$ cat config.mk
export PLATFORM = sky130hd
export DESIGN_NAME = led_sequencer_flat
export DESIGN_NICKNAME = d
export VERILOG_FILES = /design/src/rtl/led_sequencer_if.sv /design/src/rtl/led_sequencer.sv /design/src/flat_wrapper.sv
export SDC_FILE = /design/constraint.sdc
export NUM_CORES = 1
export LEC_CHECK = 0
export BUFFER_PORTS_ARGS = -buffer_cell sky130_fd_sc_hd__buf_2
export CORE_ASPECT_RATIO = 0.5
export CORE_UTILIZATION = 40
export DETAILED_ROUTE_END_ITERATION = 7
export PLACE_DENSITY = 0.57
export SETUP_SLACK_MARGIN = 0.02
export SLEW_MARGIN = 20
export SYNTH_ARGS = -nofsm -noshare
export SYNTH_HDL_FRONTEND = slang
export SYNTH_SLANG_ARGS = --single-unit
$ cat constraint.sdc
create_clock -name clk -period 2.43 [get_ports clk]
set_input_delay 0.6075 -clock clk [delete_from_list [all_inputs] [get_ports clk]]
set_output_delay 0.6075 -clock clk [all_outputs]
set_load 0.1 [all_outputs]
$ cat src/rtl/led_sequencer_if.sv
// ============================================================================
// Module      : led_sequencer_if
// Description : Control and pattern-output bundle for led_sequencer.
// Revision    : 1.0 - initial release
// ============================================================================
`default_nettype none

interface led_sequencer_if #(
    parameter int WIDTH = 8
);
    logic [1:0]       mode;
    logic             dir;
    logic             pause;
    logic [WIDTH-1:0] leds;
    logic             tick;

    modport master (output mode, output dir, output pause, input leds, input tick);
    modport slave  (input mode, input dir, input pause, output leds, output tick);
endinterface

`default_nettype wire

$ cat src/rtl/led_sequencer.sv
// ============================================================================
// Module      : led_sequencer
// Description : Prescaled LED pattern generator (binary, gray, rotate, bounce).
//               Optional macro LED_SEQ_INPUT_SYNC_EN adds 2-flop input syncs.
// Revision    : 1.0 - initial release
// ============================================================================
`default_nettype none

module led_sequencer #(
    parameter int WIDTH     = 8,
    parameter int MAX_COUNT = 100
) (
    input  wire logic        clk,
    input  wire logic        rst_n,
    led_sequencer_if.slave   bus
);
    localparam int PW   = (MAX_COUNT > 1) ? $clog2(MAX_COUNT) : 1;
    localparam int POSW = $clog2(WIDTH);

    localparam logic [PW-1:0]   c_PRESC_LAST = PW'(MAX_COUNT - 1);
    localparam logic [POSW-1:0] c_POS_LAST   = POSW'(WIDTH - 1);

    localparam logic [1:0] c_MODE_BIN    = 2'b00;
    localparam logic [1:0] c_MODE_GRAY   = 2'b01;
    localparam logic [1:0] c_MODE_ONEHOT = 2'b10;
    localparam logic [1:0] c_MODE_BOUNCE = 2'b11;

    logic [1:0]       w_mode;
    logic             w_dir;
    logic             w_pause;

`ifdef LED_SEQ_INPUT_SYNC_EN
    logic [1:0] r_mode_s1, r_mode_s2;
    logic       r_dir_s1,  r_dir_s2;
    logic       r_pause_s1, r_pause_s2;

    always_ff @(posedge clk or negedge rst_n) begin
        if (!rst_n) begin
            r_mode_s1  <= 2'b00;
            r_mode_s2  <= 2'b00;
            r_dir_s1   <= 1'b0;
            r_dir_s2   <= 1'b0;
            r_pause_s1 <= 1'b0;
            r_pause_s2 <= 1'b0;
        end else begin
            r_mode_s1  <= bus.mode;
            r_mode_s2  <= r_mode_s1;
            r_dir_s1   <= bus.dir;
            r_dir_s2   <= r_dir_s1;
            r_pause_s1 <= bus.pause;
            r_pause_s2 <= r_pause_s1;
        end
    end

    assign w_mode  = r_mode_s2;
    assign w_dir   = r_dir_s2;
    assign w_pause = r_pause_s2;
`else
    assign w_mode  = bus.mode;
    assign w_dir   = bus.dir;
    assign w_pause = bus.pause;
`endif

    logic [PW-1:0]    r_presc, w_presc_nxt;
    logic [WIDTH-1:0] r_cnt,   w_cnt_nxt;
    logic [POSW-1:0]  r_pos,   w_pos_nxt;
    logic             r_bdir,  w_bdir_nxt;
    logic [1:0]       r_mode;
    logic [WIDTH-1:0] r_leds,  w_leds_nxt;
    logic             r_tick,  w_tick_nxt;
    logic             w_mode_chg;
    logic             w_wrap;

    // State register
    always_ff @(posedge clk or negedge rst_n) begin
        if (!rst_n) begin
            r_presc <= '0;
            r_cnt   <= '0;
            r_pos   <= '0;
            r_bdir  <= 1'b1;
            r_mode  <= c_MODE_BIN;
            r_leds  <= '0;
            r_tick  <= 1'b0;
        end else begin
            r_presc <= w_presc_nxt;
            r_cnt   <= w_cnt_nxt;
            r_pos   <= w_pos_nxt;
            r_bdir  <= w_bdir_nxt;
            r_mode  <= w_mode;
            r_leds  <= w_leds_nxt;
            r_tick  <= w_tick_nxt;
        end
    end

    // Next-state: a mode change clears everything and outranks both pause and wrap
    always_comb begin
        w_presc_nxt = r_presc;
        w_cnt_nxt   = r_cnt;
        w_pos_nxt   = r_pos;
        w_bdir_nxt  = r_bdir;
        w_tick_nxt  = 1'b0;
        w_mode_chg  = (w_mode != r_mode);
        w_wrap      = (r_presc == c_PRESC_LAST);

        if (w_mode_chg) begin
            w_presc_nxt = '0;
            w_cnt_nxt   = '0;
            w_pos_nxt   = '0;
            w_bdir_nxt  = 1'b1;
        end else if (!w_pause) begin
            if (w_wrap) begin
                w_presc_nxt = '0;
                w_tick_nxt  = 1'b1;
                case (r_mode)
                    c_MODE_BIN, c_MODE_GRAY: begin
                        w_cnt_nxt = w_dir ? (r_cnt + 1'b1) : (r_cnt - 1'b1);
                    end
                    c_MODE_ONEHOT: begin
                        if (w_dir)
                            w_pos_nxt = (r_pos == c_POS_LAST) ? '0 : (r_pos + 1'b1);
                        else
                            w_pos_nxt = (r_pos == '0) ? c_POS_LAST : (r_pos - 1'b1);
                    end
                    default: begin
                        if (r_bdir && (r_pos == c_POS_LAST)) begin
                            w_pos_nxt  = r_pos - 1'b1;
                            w_bdir_nxt = 1'b0;
                        end else if (!r_bdir && (r_pos == '0)) begin
                            w_pos_nxt  = POSW'(1);
                            w_bdir_nxt = 1'b1;
                        end else begin
                            w_pos_nxt  = r_bdir ? (r_pos + 1'b1) : (r_pos - 1'b1);
                        end
                    end
                endcase
            end else begin
                w_presc_nxt = r_presc + 1'b1;
            end
        end
    end

    // Output: pattern of the next state, so held states reproduce the current leds
    always_comb begin
        w_leds_nxt = '0;
        case (w_mode)
            c_MODE_BIN:    w_leds_nxt = w_cnt_nxt;
            c_MODE_GRAY:   w_leds_nxt = w_cnt_nxt ^ (w_cnt_nxt >> 1);
            c_MODE_ONEHOT,
            c_MODE_BOUNCE: w_leds_nxt = WIDTH'(1) << w_pos_nxt;
            default:       w_leds_nxt = '0;
        endcase
    end

    assign bus.leds = r_leds;
    assign bus.tick = r_tick;

endmodule

`default_nettype wire

$ cat src/flat_wrapper.sv
// flat-port wrapper written by rule: the top's interface ports become plain ports
module led_sequencer_flat 
#(
    parameter int WIDTH     = 8,
    parameter int MAX_COUNT = 100
)
  (clk, rst_n, bus_mode, bus_dir, bus_pause, bus_leds, bus_tick);
  led_sequencer_if #(.WIDTH(WIDTH)) bus_i ();
  input  wire logic clk;
  input  wire logic rst_n;
  input wire logic [$bits(bus_i.mode)-1:0] bus_mode;
  input wire logic [$bits(bus_i.dir)-1:0] bus_dir;
  input wire logic [$bits(bus_i.pause)-1:0] bus_pause;
  output wire logic [$bits(bus_i.leds)-1:0] bus_leds;
  output wire logic [$bits(bus_i.tick)-1:0] bus_tick;
  assign bus_i.mode = bus_mode;
  assign bus_i.dir = bus_dir;
  assign bus_i.pause = bus_pause;
  assign bus_leds = bus_i.leds;
  assign bus_tick = bus_i.tick;
  led_sequencer #(.WIDTH(WIDTH), .MAX_COUNT(MAX_COUNT)) u_core (.clk(clk), .rst_n(rst_n), .bus(bus_i));
endmodule
# Word level (Yosys, flattened, before mapping)
# Index checks and enable logic that the tools add are counted.
word_totals:
  reg_bits: 30
  out_inout_bits: 9
  elab_cells: 64
classes:
  bitwise_logic: 1
  muxes: 28
  eq_ne: 10
  shifts: 1
  n_reduce_logical: 12
  n_addsub: 5
ops:
  columns: ["op", "count"]
  rows:
  - ["$mux 8", 5]
  - ["$mux 3", 9]
  - ["$pmux 8 s3", 1]
  - ["$mux 7", 3]
  - ["$mux 1", 9]
  - ["$add 8x1->8 const B", 1]
  - ["$shl 1x3->8 const A", 1]
  - ["$sub 8x1->8 const B", 1]
  - ["$xor 8x7->8", 1]
  - ["$add 7x1->7 const B", 1]
  - ["$eq 7x7->1 const B", 1]
  - ["$eq 2x2->1 const B", 3]
  - ["$pmux 3 s2", 1]
  - ["$eq 2x1->1 const B", 2]
  - ["$logic_not 2->1", 2]
  - ["$ne 2x1->1 const B", 2]
  - ["$reduce_and 4->1", 1]
  - ["$reduce_or 2->1", 2]
  - ["$add 3x1->3 const B", 1]
  - ["$eq 3x3->1 const B", 1]
  - ["$logic_not 3->1", 1]
  - ["$reduce_bool 3->1", 1]
  - ["$reduce_or 3->1", 1]
  - ["$sub 3x1->3 const B", 1]
  - ["4 further kinds", 5]

# Depth between registers and ports, before layout
depth:
  word_depth: 10
  ltp_mapped: 10

# Least setup slack after synthesis
# No wires, ideal clock.
synth_path:
  path_kind: "input-to-reg"
  startpoint: "input port bus_dir"
  endpoint: "register u_core.r_leds[6], in the netlist u_core.bus.leds[6]"
  slack_ns: -0.280
  setup_time_ns: 0.070
  t_arrival_ns: 2.641
  stages: 9
  path_cell_list: "clkbuf_1 -> inv_1 -> ha_1 -> a21oi_1 -> o211ai_1 -> o41ai_1 -> mux2i_1 -> a2111oi_2 -> nand3b_1"
synth_via:
  elab_chain_len: 7
  word_cells_on_any_way: 13
  cone_classes: "1 x shift; 11 x mux; 1 x bitwise"
synth_lines:
  columns: ["element", "line", "text"]
  rows:
  - ["start: declaration", "flat_wrapper.sv:12", "input wire logic [$bits(bus_i.dir)-1:0] bus_dir;"]
  - ["$mux 3 / $mux 8 (equally long branches)", "led_sequencer.sv:119, led_sequencer.sv:116", null]
  - ["$pmux 3 s2 / $mux 8 (equally long branches)", "led_sequencer.sv:114", "case (r_mode)"]
  - ["$mux 3 / $mux 8 (equally long branches)", "led_sequencer.sv:111", "if (w_wrap) begin"]
  - ["$mux 3 / $mux 8 (equally long branches)", "led_sequencer.sv:110", "end else if (!w_pause) begin"]
  - ["$mux 3 / $mux 8 (equally long branches)", "led_sequencer.sv:105", "if (w_mode_chg) begin"]
  - ["$shl 1x3->8 / $xor 8x7->8 (equally long branches)", "led_sequencer.sv:149, led_sequencer.sv:147", null]
  - ["$pmux 8 s3 *", "led_sequencer.sv:145", "case (w_mode)"]
  - ["via u_core.w_leds_nxt[6]", "led_sequencer.sv:69", "logic [WIDTH-1:0] r_leds, w_leds_nxt;"]
  - ["end signal: assignment", "led_sequencer.sv:90", "r_leds <= w_leds_nxt;"]
  - ["end: declaration", "led_sequencer.sv:69", null]
# The timed path passes the listed nets; every way through them passes the cells marked *.
# A chain may end at the register's enable or synchronous reset.

# Worst setup path after layout
# Ends and elaborated chain as after synthesis.

==> results_tabular.tex <==
\begin{tabular}{lr}
\hline
Metric & Value \\
\hline
\multicolumn{2}{l}{\textbf{Critical path}} \\
Classification of the worst setup path & in -> reg \\
Crit path max fanout & 6 \\
Data arrival at the endpoint of the critical path & 2520 ps \\
Setup crit start kind & primary input \\
Capturing element type of the critical path & flip-flop \\
Required time at the endpoint of the critical path & 2650 ps \\
\multicolumn{2}{l}{\textbf{Logic synthesis}} \\
Commonest register cell after synthesis & sky130\_fd\_sc\_hd\_\_dfrtp\_1 \\
Mapped Avg Cell Area & 9.10 sq um \\
Gate Count Post-Synth & 234 \\
Number of synthesized flops with an enable pin & 0 \\
Yosys warnings & 0 \\
Share of synthesized registers carrying an async set or reset & 100\% \\
Cell area after synthesis & 0.00213 sq mm \\
Post-synthesis sequential element count & 30 \\
Fraction of the yosys area taken by sequential cells & 35.3\% \\
Nets in the synthesized netlist & 252 \\
Number of unique standard cell types used by synthesis & 60 \\
\multicolumn{2}{l}{\textbf{Floorplanning}} \\
Total Die Area & 0.00564 sq mm \\
Row count & 18 \\
Number of I/O pins & 15 \\
Die Wd & 105 microns \\
Die outline height & 53.6 microns \\
Initial core utilization & 42.4\% \\
Core Area & 0.00502 sq mm \\
\multicolumn{2}{l}{\textbf{Pwr}} \\
Combinational Power Share & 11.7\% \\
Part of the total power dissipated in sequential elements & 48.3\% \\
Total power per unit cell area & 390 mW/mm\^{}2 \\
Static leakage & 0.00115 uW \\
Switching portion of total power & 26.5\% \\
Internal cell power & 775 uW \\
Clk pwr share & 40.0\% \\
Worst IR Drop VDD & 214 uV \\
Total net switching power & 280 uW \\
Total Power Consumption & 1050 uW \\
\multicolumn{2}{l}{\textbf{Drt}} \\
DR pass1 iterations & 4 \\
Count of antenna-violating nets left after detailed routing & 0 \\
Vias per std cell & 5.56 \\
Number of design rule violations left after detail routing & 0 \\
Drt initial violations & 121 \\
Final wirelength & 5780 microns \\
Total via count after detailed routing & 1962 \\
Avg WL per Cell & 16.4 microns \\
\multicolumn{2}{l}{\textbf{Min path}} \\
Worst hold path type & in -> async \\
\multicolumn{2}{l}{\textbf{GRT}} \\
Overall Global Routing Usage & 21.9\% \\
Wire length of the first global-routing pass & 9250 microns \\
Antenna violations before repair & 0 \\
Vias in the first global route & 1888 \\
Leftover overflow at the end of global routing & 0 \\
Largest net degree at the start of global routing & 31 \\
\multicolumn{2}{l}{\textbf{Placed design}} \\
Worst setup timing slack at the placement stage & -121 ps \\
Final HPWL from detailed placement & 4380 microns \\
Dpl cells & 344 \\
Input/output buffers & 14 \\
Global placer's final weighted congestion & 0.836 \\
\multicolumn{2}{l}{\textbf{STA}} \\
Final min period & 2300 ps \\
Worst path setup slack after routing & 131 ps \\
Final number of max-transition violations & 0 \\
Share of the clock period used by the worst path after layout & 94.6\% \\
Worst-case clock skew & 5.45 ps \\
Max Fclk & 435 MHz \\
Final hold vios & 0 \\
Total negative slack & 0 ps \\
Normalized max-slew margin & 52.3\% \\
Worst-margin pin slew & 716 ps \\
Final setup fails & 0 \\
RSZ-0062 raised after global routing & yes \\
\multicolumn{2}{l}{\textbf{Clocking}} \\
CTS buffer count & 5 \\
Number of levels in the clock H-tree & 2 \\
Root buf cell & sky130\_fd\_sc\_hd\_\_clkbuf\_8 \\
Clock insertion delay at the later pin of the skew report & 280 ps \\
Clock Sinks & 30 \\
Post-cts hold buffer count & 0 \\
Buffers from clock root to sink, at most & 2 \\
TritonCTS clock tree & done \\
Clk pin slew, worst setup/hold paths & 70 ps \\
\multicolumn{2}{l}{\textbf{Cells and area}} \\
Post-route non-filler standard cell count & 353 \\
Nets & 300 \\
Highest-count cells in the layout ignoring fill and taps & 36 x sky130\_fd\_sc\_hd\_\_buf\_4, 29 x sky130\_fd\_sc\_hd\_\_dfrtp\_1, 27 x sky130\_fd\_sc\_hd\_\_nor2\_1, 14 x sky130\_fd\_sc\_hd\_\_buf\_2, 12 x sky130\_fd\_sc\_hd\_\_inv\_1 \\
Filler Cell Count & 471 \\
Most frequent standard cell in the layout excluding fill and tap cells & sky130\_fd\_sc\_hd\_\_buf\_4 \\
Number of antenna repair diodes & 0 \\
Footprint of the multi-input gates & 0.00137 sq mm \\
Share of layout cells above drive strength 1 & 29.0\% \\
Area added between synthesis and finish & 27.1\% \\
Sequential cell area & 752 sq um \\
\multicolumn{2}{l}{\textbf{Job}} \\
Total of max-cap violations & 0 \\
\multicolumn{2}{l}{\textbf{Status}} \\
Outcome & completed \\
\hline
\end{tabular}
-- sequential cells by signal, indices dropped and copies added (netlist names) --
| signal | flops |
|---|---|
| u_core.r_bdir | 1 |
| u_core.r_cnt | 8 |
| u_core.r_mode | 2 |
| u_core.r_presc | 7 |
| u_core.bus.leds | 8 |
| u_core.r_pos | 3 |
| u_core.bus.tick | 1 |
-- cell usage after synthesis, types with 5 or more instances --
cell                       count  area, sq um
sky130_fd_sc_hd__xnor2_1       6         52.6
sky130_fd_sc_hd__nor3_1        8         40.0
sky130_fd_sc_hd__dfrtp_1      29          726
sky130_fd_sc_hd__a21oi_1       7         35.0
sky130_fd_sc_hd__nor2b_1       6         37.5
sky130_fd_sc_hd__inv_1        13         48.8
sky130_fd_sc_hd__nand3_1       7         35.0
sky130_fd_sc_hd__nand2b_1      5         31.3
sky130_fd_sc_hd__nand2_1      10         37.5
sky130_fd_sc_hd__ha_1         11          138
sky130_fd_sc_hd__nor2_1       27          101
sky130_fd_sc_hd__and2_1        5         31.3
sky130_fd_sc_hd__xor2_1        9         78.8
sky130_fd_sc_hd__buf_2         7         35.0
sky130_fd_sc_hd__nand4_1       7         43.8
sky130_fd_sc_hd__o21ai_0      12         60.1
-- worst paths after layout --
check	slack [ps]	depth (start not counted)	startpoint	to
min reg2reg	590	2	u_core.r_presc[6]$_DFFE_PN0N_	u_core.r_presc[6]$_DFFE_PN0N_
max reg2reg	130	9	u_core.r_pos[0]$_DFF_PN0_	u_core.bus.leds[4]$_DFF_PN0_
max in group asynchronous	1590	1	rst_n	u_core.r_cnt[4]$_DFF_PN0_
max	130	9	bus_dir	u_core.bus.leds[6]$_DFF_PN0_
min	370	1	rst_n	u_core.r_mode[0]$_DFF_PN0_
min in group clk	570	1	bus_mode[0]	u_core.r_mode[0]$_DFF_PN0_
-- through the flow --
stage / hold slack [ps] / utilization, % / cell area (sq um)
final: 373 / 53.9 / 2710
after global routing: 430 / 53.9 / 2710
after CTS: 398 / 53.1 / 2670
after detailed placement: 566 / 51.3 / 2570
after global placement: 549 / 51.3 / 2570
after floorplan: 312 / - / 2200
-- routing by layer --
metal	vias up	global-route usage (%)	share of wire, %
li1	953	-	-
met1	956	28.7	49
met2	48	38.8	46
met3	5	4.36	4.8
met4	0	4.23	0.38
met5	-	0	0
-- timing repair --
item                                    in CTS  in global routing
setup buffers                                0                  2
endpoints found under the setup margin       0                  8
gates resized for setup                      0                 11
-- worst max-delay path, cell delays in order --
cell and delay, ps:
sky130_fd_sc_hd__buf_2 140, sky130_fd_sc_hd__inv_4 130, sky130_fd_sc_hd__ha_4 220, sky130_fd_sc_hd__a21oi_2 180, sky130_fd_sc_hd__o2111ai_1 200, sky130_fd_sc_hd__a21o_1 220, sky130_fd_sc_hd__a211o_1 300, sky130_fd_sc_hd__a2111oi_2 370
sky130_fd_sc_hd__nand3b_1 140
-- power by group through the flow --
| stage | sequential [uW] | clock [uW] | combinational (uW) |
|---|---|---|---|
| floorplan | 523 | 0 | 63.9 |
| global placement | 519 | 0 | 119 |
| detailed placement | 519 | 0 | 121 |
| CTS | 510 | 425 | 121 |
| global route | 511 | 450 | 136 |
| finish | 510 | 422 | 123 |
-- cell families after synthesis --
family | Yosys count | synth area share, %
simple gates | 91 | 23.7
compound gates | 59 | 21.1
flops | 30 | 35.3
buf+inv | 23 | 4.47
xor+xnor | 15 | 6.17
fa+ha+maj | 12 | 7.40
mux | 4 | 1.88
-- layout make-up --
type,count,share of cell area (%)
clock buffer,7,3.19
clock inverter,1,0.185
inverter,13,1.90
multi-input combinational,181,50.7
sequential,30,27.8
tap,70,3.24
timing repair buffer,51,13.0
(Power assumes the default switching activity.)
